[src/rtl/branch_pkg.sv]
// Shared types and helpers for the branch target buffer and its resolve logic.
package branch_pkg;

  typedef enum logic [1:0] {
    BrBeq  = 2'd0,
    BrBne  = 2'd1,
    BrBltz = 2'd2,
    BrBgez = 2'd3
  } br_type_e;

  localparam logic [1:0] CTR_INIT  = 2'd1;
  localparam logic [1:0] CTR_ALLOC = 2'd2;

  // Width-independent part of an entry; tag and target widths are module
  // parameters, so the table keeps them in parallel arrays.
  typedef struct packed {
    logic       valid;
    logic [1:0] ctr;
  } btb_entry_t;

  function automatic logic [1:0] ctr_inc(input logic [1:0] ctr);
    return (ctr == 2'd3) ? ctr : ctr + 2'd1;
  endfunction

  function automatic logic [1:0] ctr_dec(input logic [1:0] ctr);
    return (ctr == 2'd0) ? ctr : ctr - 2'd1;
  endfunction

endpackage

[src/rtl/branch_predict_resolve_if.sv]
// Fetch-side prediction and ID-side resolve signals of the branch predictor.
interface branch_predict_resolve_if #(
  parameter int unsigned ADDR_W = 32,
  parameter int unsigned CNT_W  = 16
) ();

  logic [ADDR_W-1:0] if_pc;
  logic              pred_taken;
  logic [ADDR_W-1:0] pred_target;

  logic              id_valid;
  logic              id_stall;
  logic              id_is_branch;
  logic [1:0]        id_br_type;
  logic              id_zero;
  logic              id_one;
  logic              id_comp_out;
  logic [ADDR_W-1:0] id_pc;
  logic [ADDR_W-1:0] id_target;
  logic              id_pred_taken;
  logic [ADDR_W-1:0] id_pred_target;

  logic              redirect;
  logic [ADDR_W-1:0] redirect_pc;
  logic [CNT_W-1:0]  br_count;
  logic [CNT_W-1:0]  mispred_count;

  modport master (
    output if_pc, id_valid, id_stall, id_is_branch, id_br_type, id_zero, id_one,
           id_comp_out, id_pc, id_target, id_pred_taken, id_pred_target,
    input  pred_taken, pred_target, redirect, redirect_pc, br_count, mispred_count
  );

  modport slave (
    input  if_pc, id_valid, id_stall, id_is_branch, id_br_type, id_zero, id_one,
           id_comp_out, id_pc, id_target, id_pred_taken, id_pred_target,
    output pred_taken, pred_target, redirect, redirect_pc, br_count, mispred_count
  );

endinterface

[src/rtl/btb_table.sv]
// Direct-mapped BTB storage: one asynchronous lookup port and one synchronous
// read-modify-write training port.
module btb_table
  import branch_pkg::*;
#(
  parameter int unsigned IDX_BITS = 4,
  parameter int unsigned TAG_W    = 26,
  parameter int unsigned ADDR_W   = 32
) (
  input  logic                clk,
  input  logic                rst,
  input  logic [IDX_BITS-1:0] rd_idx,
  output logic                rd_valid,
  output logic [1:0]          rd_ctr,
  output logic [TAG_W-1:0]    rd_tag,
  output logic [ADDR_W-1:0]   rd_target,
  input  logic                wr_en,
  input  logic [IDX_BITS-1:0] wr_idx,
  input  logic [TAG_W-1:0]    wr_tag,
  input  logic                wr_taken,
  input  logic [ADDR_W-1:0]   wr_target
);

  localparam int Entries = 1 << IDX_BITS;

  btb_entry_t        ctl_q    [Entries];
  logic [TAG_W-1:0]  tag_q    [Entries];
  logic [ADDR_W-1:0] target_q [Entries];

  btb_entry_t wr_old;
  logic       wr_hit;

  always_comb begin
    rd_valid  = ctl_q[rd_idx].valid;
    rd_ctr    = ctl_q[rd_idx].ctr;
    rd_tag    = tag_q[rd_idx];
    rd_target = target_q[rd_idx];
    wr_old    = ctl_q[wr_idx];
    wr_hit    = wr_old.valid && (tag_q[wr_idx] == wr_tag);
  end

  always_ff @(posedge clk) begin
    if (rst) begin
      for (int i = 0; i < Entries; i++) begin
        ctl_q[i]    <= '{valid: 1'b0, ctr: CTR_INIT};
        tag_q[i]    <= '0;
        target_q[i] <= '0;
      end
    end else if (wr_en) begin
      if (wr_hit) begin
        ctl_q[wr_idx].ctr <= wr_taken ? ctr_inc(wr_old.ctr) : ctr_dec(wr_old.ctr);
        if (wr_taken) target_q[wr_idx] <= wr_target;
      end else if (wr_taken) begin
        // Miss on a taken branch evicts whatever lived at this index.
        ctl_q[wr_idx]    <= '{valid: 1'b1, ctr: CTR_ALLOC};
        tag_q[wr_idx]    <= wr_tag;
        target_q[wr_idx] <= wr_target;
      end
    end
  end

endmodule

[src/rtl/branch_predict_resolve.sv]
// BTB-based next-PC prediction in IF, branch resolution and redirect in ID,
// one-cycle-delayed table training and saturating statistics.
module branch_predict_resolve
  import branch_pkg::*;
#(
  parameter int unsigned IDX_BITS = 4,
  parameter int unsigned ADDR_W   = 32,
  parameter int unsigned CNT_W    = 16
) (
  input logic                     clk,
  input logic                     rst,
  branch_predict_resolve_if.slave bus
);

  localparam int unsigned TAG_W = ADDR_W - IDX_BITS - 2;

  logic                rd_valid;
  logic [1:0]          rd_ctr;
  logic [TAG_W-1:0]    rd_tag;
  logic [ADDR_W-1:0]   rd_target;
  logic                hit;

  logic                actual_taken;
  logic                mispredict;
  logic                resolve;

  logic                upd_valid_q;
  logic [IDX_BITS-1:0] upd_idx_q;
  logic [TAG_W-1:0]    upd_tag_q;
  logic                upd_taken_q;
  logic [ADDR_W-1:0]   upd_target_q;

  logic [CNT_W-1:0]    br_count_q;
  logic [CNT_W-1:0]    mispred_count_q;

  btb_table #(
    .IDX_BITS (IDX_BITS),
    .TAG_W    (TAG_W),
    .ADDR_W   (ADDR_W)
  ) u_btb_table (
    .clk       (clk),
    .rst       (rst),
    .rd_idx    (bus.if_pc[IDX_BITS+1:2]),
    .rd_valid  (rd_valid),
    .rd_ctr    (rd_ctr),
    .rd_tag    (rd_tag),
    .rd_target (rd_target),
    .wr_en     (upd_valid_q),
    .wr_idx    (upd_idx_q),
    .wr_tag    (upd_tag_q),
    .wr_taken  (upd_taken_q),
    .wr_target (upd_target_q)
  );

  always_comb begin
    hit             = rd_valid && (rd_tag == bus.if_pc[ADDR_W-1:IDX_BITS+2]);
    bus.pred_taken  = hit && rd_ctr[1];
    bus.pred_target = bus.pred_taken ? rd_target : bus.if_pc + ADDR_W'(4);
  end

  always_comb begin
    unique case (br_type_e'(bus.id_br_type))
      BrBeq:   actual_taken = bus.id_zero;
      BrBne:   actual_taken = bus.id_one;
      default: actual_taken = bus.id_comp_out;
    endcase
    resolve    = bus.id_valid && bus.id_is_branch && !bus.id_stall;
    mispredict = (actual_taken != bus.id_pred_taken) ||
                 (actual_taken && (bus.id_target != bus.id_pred_target));
    bus.redirect    = resolve && mispredict;
    bus.redirect_pc = actual_taken ? bus.id_target : bus.id_pc + ADDR_W'(4);
  end

  always_ff @(posedge clk) begin
    if (rst) begin
      upd_valid_q     <= 1'b0;
      upd_idx_q       <= '0;
      upd_tag_q       <= '0;
      upd_taken_q     <= 1'b0;
      upd_target_q    <= '0;
      br_count_q      <= '0;
      mispred_count_q <= '0;
    end else begin
      upd_valid_q <= resolve;
      if (resolve) begin
        upd_idx_q    <= bus.id_pc[IDX_BITS+1:2];
        upd_tag_q    <= bus.id_pc[ADDR_W-1:IDX_BITS+2];
        upd_taken_q  <= actual_taken;
        upd_target_q <= bus.id_target;
      end
      if (resolve && (br_count_q != {CNT_W{1'b1}})) begin
        br_count_q <= br_count_q + CNT_W'(1);
      end
      if (bus.redirect && (mispred_count_q != {CNT_W{1'b1}})) begin
        mispred_count_q <= mispred_count_q + CNT_W'(1);
      end
    end
  end

  assign bus.br_count      = br_count_q;
  assign bus.mispred_count = mispred_count_q;

endmodule

[src/flat_wrapper.sv]
// flat-port wrapper written by rule: the top's interface ports become plain ports
module branch_predict_resolve_flat import branch_pkg::*;
#(
  parameter int unsigned IDX_BITS = 4,
  parameter int unsigned ADDR_W   = 32,
  parameter int unsigned CNT_W    = 16
)
  (clk, rst, bus_if_pc, bus_id_valid, bus_id_stall, bus_id_is_branch, bus_id_br_type, bus_id_zero, bus_id_one, bus_id_comp_out, bus_id_pc, bus_id_target, bus_id_pred_taken, bus_id_pred_target, bus_pred_taken, bus_pred_target, bus_redirect, bus_redirect_pc, bus_br_count, bus_mispred_count);
  branch_predict_resolve_if #(.ADDR_W(ADDR_W), .CNT_W(CNT_W)) bus_i ();
  input logic clk;
  input logic rst;
  input wire logic [$bits(bus_i.if_pc)-1:0] bus_if_pc;
  input wire logic [$bits(bus_i.id_valid)-1:0] bus_id_valid;
  input wire logic [$bits(bus_i.id_stall)-1:0] bus_id_stall;
  input wire logic [$bits(bus_i.id_is_branch)-1:0] bus_id_is_branch;
  input wire logic [$bits(bus_i.id_br_type)-1:0] bus_id_br_type;
  input wire logic [$bits(bus_i.id_zero)-1:0] bus_id_zero;
  input wire logic [$bits(bus_i.id_one)-1:0] bus_id_one;
  input wire logic [$bits(bus_i.id_comp_out)-1:0] bus_id_comp_out;
  input wire logic [$bits(bus_i.id_pc)-1:0] bus_id_pc;
  input wire logic [$bits(bus_i.id_target)-1:0] bus_id_target;
  input wire logic [$bits(bus_i.id_pred_taken)-1:0] bus_id_pred_taken;
  input wire logic [$bits(bus_i.id_pred_target)-1:0] bus_id_pred_target;
  output wire logic [$bits(bus_i.pred_taken)-1:0] bus_pred_taken;
  output wire logic [$bits(bus_i.pred_target)-1:0] bus_pred_target;
  output wire logic [$bits(bus_i.redirect)-1:0] bus_redirect;
  output wire logic [$bits(bus_i.redirect_pc)-1:0] bus_redirect_pc;
  output wire logic [$bits(bus_i.br_count)-1:0] bus_br_count;
  output wire logic [$bits(bus_i.mispred_count)-1:0] bus_mispred_count;
  assign bus_i.if_pc = bus_if_pc;
  assign bus_i.id_valid = bus_id_valid;
  assign bus_i.id_stall = bus_id_stall;
  assign bus_i.id_is_branch = bus_id_is_branch;
  assign bus_i.id_br_type = bus_id_br_type;
  assign bus_i.id_zero = bus_id_zero;
  assign bus_i.id_one = bus_id_one;
  assign bus_i.id_comp_out = bus_id_comp_out;
  assign bus_i.id_pc = bus_id_pc;
  assign bus_i.id_target = bus_id_target;
  assign bus_i.id_pred_taken = bus_id_pred_taken;
  assign bus_i.id_pred_target = bus_id_pred_target;
  assign bus_pred_taken = bus_i.pred_taken;
  assign bus_pred_target = bus_i.pred_target;
  assign bus_redirect = bus_i.redirect;
  assign bus_redirect_pc = bus_i.redirect_pc;
  assign bus_br_count = bus_i.br_count;
  assign bus_mispred_count = bus_i.mispred_count;
  branch_predict_resolve #(.IDX_BITS(IDX_BITS), .ADDR_W(ADDR_W), .CNT_W(CNT_W)) u_core (.clk(clk), .rst(rst), .bus(bus_i));
endmodule
[config.mk]
export PLATFORM = sky130hd
export DESIGN_NAME = branch_predict_resolve_flat
export DESIGN_NICKNAME = d
export VERILOG_FILES = /design/src/rtl/branch_pkg.sv /design/src/rtl/branch_predict_resolve_if.sv /design/src/rtl/btb_table.sv /design/src/rtl/branch_predict_resolve.sv /design/src/flat_wrapper.sv
export SDC_FILE = /design/constraint.sdc
export NUM_CORES = 2
export LEC_CHECK = 0
export ABC_CLOCK_PERIOD_IN_PS = 10100
export CELL_PAD_IN_SITES_DETAIL_PLACEMENT = 2
export CELL_PAD_IN_SITES_GLOBAL_PLACEMENT = 2
export CORE_MARGIN = 3
export CORE_UTILIZATION = 25
export CTS_BUF_LIST = sky130_fd_sc_hd__clkbuf_4
export CTS_CLUSTER_DIAMETER = 100
export DETAILED_ROUTE_END_ITERATION = 8
export PLACE_DENSITY = 0.57
export SYNTH_ARGS = -nofsm -noshare
export SYNTH_HDL_FRONTEND = slang
export SYNTH_SLANG_ARGS = --single-unit
[constraint.sdc]
create_clock -name clk -period 10.1 [get_ports clk]
set_input_delay 1.01 -clock clk [delete_from_list [all_inputs] [get_ports clk]]
set_output_delay 1.01 -clock clk [all_outputs]
set_load 0.01 [all_outputs]
=== Word level (Yosys, flattened, before mapping) ===
Memory sizes are Yosys's and may differ from the RTL's. A register that Yosys moved wholly into a read port is not among the register bits.
Index checks and enable logic that the tools add are counted.

* Logic and storage cells: 78
* Output and inout port bits: 98
* Register bits: 96
* Memories: 3
* RAM bits: 976
* Input port bits: 139

* Add/subtract/negate cells: 6
* Equal/unequal tests: 8
* Bitwise logic cells: 2
* Reduce and logical (&&, ||, !) cells: 16
* Mux-type cells: 36

{| class="wikitable"
|+ Memories
! name !! words !! bits a word !! rd ports !! clocked after memory_dff !! write ports !! line !! RTL
|-
| u_core.u_btb_table.target_q || 16 || 32 || 1 || 0 || 16 || btb_table.sv:28 || <nowiki>logic [ADDR_W-1:0] target_q [Entries];</nowiki>
|-
| u_core.u_btb_table.tag_q || 16 || 26 || 2 || 1 || 16 || btb_table.sv:27 || <nowiki>logic [TAG_W-1:0] tag_q [Entries];</nowiki>
|-
| u_core.u_btb_table.ctl_q || 16 || 3 || 2 || 1 || 16 || btb_table.sv:26 || <nowiki>btb_entry_t ctl_q [Entries];</nowiki>
|}

{| class="wikitable"
|+ Operators by type and width
! cell !! count
|-
| $mux W32 || 4
|-
| $add A32 B3 Y32 const B || 2
|-
| $eq A26 B26 Y1 || 2
|-
| $add A16 B1 Y16 const B || 2
|-
| $ne A16 B16 Y1 const B || 2
|-
| $ne A32 B32 Y1 || 1
|-
| $reduce_or A32 Y1 || 1
|-
| $mux W4 || 7
|-
| $mux W26 || 1
|-
| $reduce_or A26 Y1 || 1
|-
| $mux W1 || 17
|-
| $mux W2 || 5
|-
| $logic_and A1 B1 Y1 || 9
|-
| $logic_not A2 Y1 || 2
|-
| $mux W3 || 1
|-
| $reduce_or A3 Y1 || 1
|-
| $add A2 B1 Y2 const B || 1
|-
| $eq A2 B1 Y1 const B || 1
|-
| $eq A2 B2 Y1 const B || 1
|-
| $or A1 B1 Y1 || 2
|-
| $pmux W1 S2 || 1
|-
| $sub A2 B1 Y2 const B || 1
|-
| $logic_not A1 Y1 || 1
|-
| $logic_or A1 B1 Y1 || 1
|-
| $ne A1 B1 Y1 || 1
|}

=== Logic depth before layout (Yosys ltp) ===
* Depth after elaboration: 9
* Depth in mapped cells: 15
* Depth with buffers taken out: 9

=== Hierarchy ===
From an unflattened synthesis, not the netlist that was laid out.

* Cell total of the unflattened synthesis: 4014
* Area, all modules: 55263.0 µm²

{| class="wikitable"
|+ Modules (own cells, without submodules)
! module !! cells an instance !! area each (µm²) !! times used !! sequential area each (µm²)
|-
| btb_table || 3167 || 49122.1 || 1 || 29148.0
|-
| branch_predict_resolve || 847 || 6140.9 || 1 || 1921.8
|}

=== Worst setup path after synthesis ===
No wires, ideal clock.

* Path type: input-to-output
* Start point: input port bus_if_pc[2]
* End point: output port bus_pred_target[12]
* Stages: 11
* Setup slack: 4894 ps
* Required time: 9090 ps
* Data arrival time: 4196 ps
* Buffers on the path: 8
* Path through: buf_6 > buf_6 > buf_4 > buf_4 > buf_4 > buf_4 > clkbuf_1 > buf_1 > mux4_2 > mux4_2 > mux2_4

* Word-level cells in the longest chain between the ends: 5
* Elaborated cells on any way between the ends: 8
* Classes of those cells: add/sub: 1; eq/ne: 1; mux: 1; reduce/logical: 2; memory: 3

{| class="wikitable"
|+ Ends and longest elaborated chain
! element !! line !! RTL
|-
| start: declaration || flat_wrapper.sv:12 || <nowiki>input wire logic [$bits(bus_i.if_pc)-1:0] bus_if_pc;</nowiki>
|-
| $mem_v2 Z16 W26 || n/a ||
|-
| $eq A26 B26 Y1 || branch_predict_resolve.sv:56 || <nowiki>hit = rd_valid && (rd_tag == bus.if_pc[ADDR_W-1:IDX_BITS+2]);</nowiki>
|-
| $logic_and A1 B1 Y1 || branch_predict_resolve.sv:56 ||
|-
| $logic_and A1 B1 Y1 || branch_predict_resolve.sv:57 || <nowiki>bus.pred_taken = hit && rd_ctr[1];</nowiki>
|-
| $mux W32 (*) || branch_predict_resolve.sv:58 || <nowiki>bus.pred_target = bus.pred_taken ? rd_target : bus.if_pc + ADDR_W'(4);</nowiki>
|-
| end: declaration || flat_wrapper.sv:25 || <nowiki>output wire logic [$bits(bus_i.pred_target)-1:0] bus_pred_target;</nowiki>
|}

Every way passes the cells marked *; elsewhere a longest branch is shown, timed or not.

=== Final worst setup path ===
* Start point: input port bus_if_pc[2]
* End point: output port bus_pred_target[31]

Same word-level chain as after synthesis.

==> flow_metrics.env <==
export IMPL_status="finished clean"
export IMPL_p_seq_share_pct=49.3
export IMPL_ys_seq_area_share_pct=56.3
export IMPL_place_congestion=0.859
export IMPL_ff2ff_setup_slack_ps=3430
export IMPL_cp_data_arrival_time_ps=6410
export IMPL_synth_async_reset_ratio_pct=0
export IMPL_irDropWorstVdd_v=0.0000910
export IMPL_hpwl_mm=150
export IMPL_synth_area_leaders="edfxtp_1, mux4_2, and2_1"
export IMPL_dieWidth_microns=477
export IMPL_avgSynthCellArea_sq_um=13.6
export IMPL_htreeDepth=5
export IMPL_die_area_sq_um=227000
export IMPL_maxCapViolations=0
export IMPL_first_global_vias=42500
export IMPL_clock_latency_ps=1300
export IMPL_worst_slew_pin_slew_ps=1230
export IMPL_grt_start_max_net_pins=101
export IMPL_synth_edf_count=960
export IMPL_drv_slew=0
export IMPL_cts_num_sinks=1076
export IMPL_finalCritPeriodShare_pct=73.5
export IMPL_multiInputGateArea_sq_um=22700
export IMPL_yosys_warnings=0
export IMPL_clkTransAtPathRegs_ps=60
export IMPL_fin_skew_ps=141
export IMPL_io_buffer_count=236
export IMPL_wl_per_cell_microns=32.2
export IMPL_cts_root_buf="clkbuf_4"
export IMPL_drt_iter0_markers=4804
export IMPL_seq_area_sq_um=31200
export IMPL_crit_type="in2out"
export IMPL_r2r_end="u_core.u_btb_table.tag_q[11][8]"
export IMPL_worstPathMaxFanout=58
export IMPL_drive_above_1_share_pct=24.8
export IMPL_yosys_top_cells_count="edfxtp_1, and2_1, and3_1"
export IMPL_rr_worst_depth=11
export IMPL_cts_buffers_inserted=336
export IMPL_num_rows=172
export IMPL_ios=237
export IMPL_drtAntennaViolNets=0
export IMPL_finalSetupViolCount=0
export IMPL_worstHoldStart="rst"
export IMPL_cts_resized=0
export IMPL_start_util_pct=25.2
export IMPL_fin_crit_ps=7420
export IMPL_crit_path_end_kind="output port"
export IMPL_wl_mm=242
export IMPL_critPathRequiredTime_ps=9090
export IMPL_synth_nets=4202
export IMPL_cellPowerDensity_nw_per_um2=159
export IMPL_syn_area_sq_um=55400
export IMPL_drt_vias_per_instance=5.29
export IMPL_min_path_type="in2reg"
export IMPL_p_comb_share_pct=10.1
export IMPL_hold_path_endpoint="u_core.u_btb_table.ctl_q[6][1]"
export IMPL_yosys_area_top_type="edfxtp_1"
export IMPL_synth_top_flop_cell="edfxtp_1"
export IMPL_grt_pass1_wl_mm=338
export IMPL_route_detailed_drc=0
export IMPL_clkPwrFrac_pct=40.6
export IMPL_cts_hold_buf=0
export IMPL_synthCells=4059
export IMPL_hold_viol=0
export IMPL_dr_pass1_iters=7
export IMPL_timing_fmax_ghz=0.135
export IMPL_post_cts_buffers=0
export IMPL_num_vias=39700
export IMPL_synthDominantCellAreaShare_pct=52.1
export IMPL_whs_ps=393
export IMPL_overflow=0
export IMPL_power_w=0.0103
export IMPL_rsz0062_at_grt="no"
export IMPL_fin_setup_tns_ps=0
export IMPL_fillers=23400
export IMPL_area_delta_synth_final_pct=17.0
export IMPL_coreArea_sq_um=220000
export IMPL_synth_seq_cells=1076
export IMPL_die_h_microns=477
export IMPL_power_switching_w=0.00277
export IMPL_fin_cells=7507
export IMPL_yosysMostFrequentCell="edfxtp_1"
export IMPL_grt_usage_pct=20.8
export IMPL_clockBufferDepth=4
export IMPL_critPathLaunchType="primary input"
export IMPL_dp_cells=6957
export IMPL_antenna_found_initial=42
export IMPL_relSlewSlack_pct=17.4
export IMPL_netSwitchingFraction_pct=26.8
export IMPL_cts_tree="yes"
export IMPL_p_int_w=0.00756
export IMPL_final_nets=4480
export IMPL_ys_types=78
export IMPL_power_leakage_nw=23.8
export IMPL_whs_path_depth=5
[cell families after synthesis]
| group | count (synthesis) | synth area share [%] |
|---|---|---|
| and+or+nand+nor | 1518 | 15.7 |
| DFF | 1076 | 56.3 |
| muxes | 522 | 18.2 |
| buffers and inverters | 447 | 3.44 |
| AOI/OAI and AO/OA | 339 | 3.92 |
| xor gates and xnor gates | 153 | 2.42 |
| adders and majority gates | 4 | 0.0904 |
[metal layers]
layer | wire length [microns] | global-route usage, % | part of all wire, % | up-vias
met4 | 5330 | 5.42 | 2.2 | 4
met3 | 19700 | 4.29 | 8.1 | 355
met2 | 108000 | 31.8 | 44 | 1886
met5 | 26 | 0 | 0.011 | -
met1 | 109000 | 29.9 | 45 | 21400
li1 | - | - | - | 16100
[flip-flops by register name (all words and copies together) (netlist names), named ones only]
signal                       count
u_core.bus.mispred_count        16
u_core.upd_tag_q                26
u_core.u_btb_table.target_q    512
u_core.u_btb_table.ctl_q        48
u_core.upd_idx_q                 4
u_core.u_btb_table.tag_q       416
u_core.upd_valid_q               1
u_core.upd_taken_q               1
u_core.upd_target_q             32
u_core.bus.br_count             16
[critical path, cell delays in order]
cell and delay, ps:
buf_8 500, buf_4 820, mux4_2 620, a32o_1 220
or4_1 470, or4_4 570, a2111oi_2 280, and4_2 320
buf_4 560, mux2_1 390, clkdlybuf4s50_1 490
[worst max path at each step]
stage	from	end	slack, ps	cells past startpoint
final	bus_if_pc[2]	bus_pred_target[31]	2680	11
after global routing	bus_if_pc[2]	bus_pred_target[31]	2460	11
after CTS	bus_if_pc[2]	bus_pred_target[31]	2610	11
after detailed placement	bus_if_pc[2]	bus_pred_target[31]	2620	11
after global placement	bus_if_pc[2]	bus_pred_target[31]	2670	11
after floorplan	bus_if_pc[2]	bus_pred_target[12]	4890	11
[metrics by stage]
step,area (sq um),utilization (%),setup slack (ps)
floorplan,55400,-,4890
global placement,60900,27.7,2670
detailed placement,60900,27.7,2620
CTS,64800,29.4,2610
global route,64800,29.5,2460
finish,64800,29.5,2680
[placed cells by master (no fill, tap or decap), types with 17 or more instances in the layout]
| cell | synthesis | routed |
|---|---|---|
| and3_1 | 428 | 428 |
| nor2_4 | 0 | 17 |
| edfxtp_1 | 960 | 960 |
| o22ai_1 | 21 | 21 |
| and2_1 | 533 | 533 |
| mux2_2 | 19 | 19 |
| o21ai_0 | 49 | 33 |
| a31o_2 | 29 | 29 |
| nor2_1 | 129 | 112 |
| mux4_2 | 374 | 374 |
| or2_2 | 21 | 20 |
| clkinv_1 | 1 | 43 |
| nand4_1 | 30 | 30 |
| clkdlybuf4s50_1 | 0 | 231 |
| nor4_1 | 21 | 21 |
| xor2_1 | 52 | 52 |
| dfxtp_1 | 116 | 112 |
| a21oi_1 | 134 | 134 |
| buf_4 | 22 | 112 |
| diode_2 | 0 | 22 |
| nor2b_1 | 20 | 20 |
| xnor2_1 | 101 | 101 |
| mux2i_1 | 97 | 96 |
| mux2_4 | 30 | 30 |
| clkbuf_4 | 0 | 476 |
| inv_1 | 36 | 35 |
| nand2_1 | 192 | 192 |
| nand3_1 | 67 | 66 |
[layout make-up]
type                    instances  share of cell area (%)
flip-flops and latches       1076                    48.1
multi-input cells            2536                    35.0
well taps                    2958                    5.71
clock buffers                 476                    5.51
repair buffers                349                    5.02
clock inverters                52                   0.400
inverters                      38                   0.220
diodes                         22                  0.0849
[power by group through the flow]
stage / sequential, W / clock (W) / combinational [W]
finish: 0.00509 / 0.00420 / 0.00105
global route: 0.00510 / 0.00457 / 0.00109
CTS: 0.00509 / 0.00434 / 0.00105
detailed placement: 0.00518 / 0 / 0.00105
global placement: 0.00517 / 0 / 0.00105
floorplan: 0.00511 / 0 / 0.000562
(Power assumes the default switching activity.)
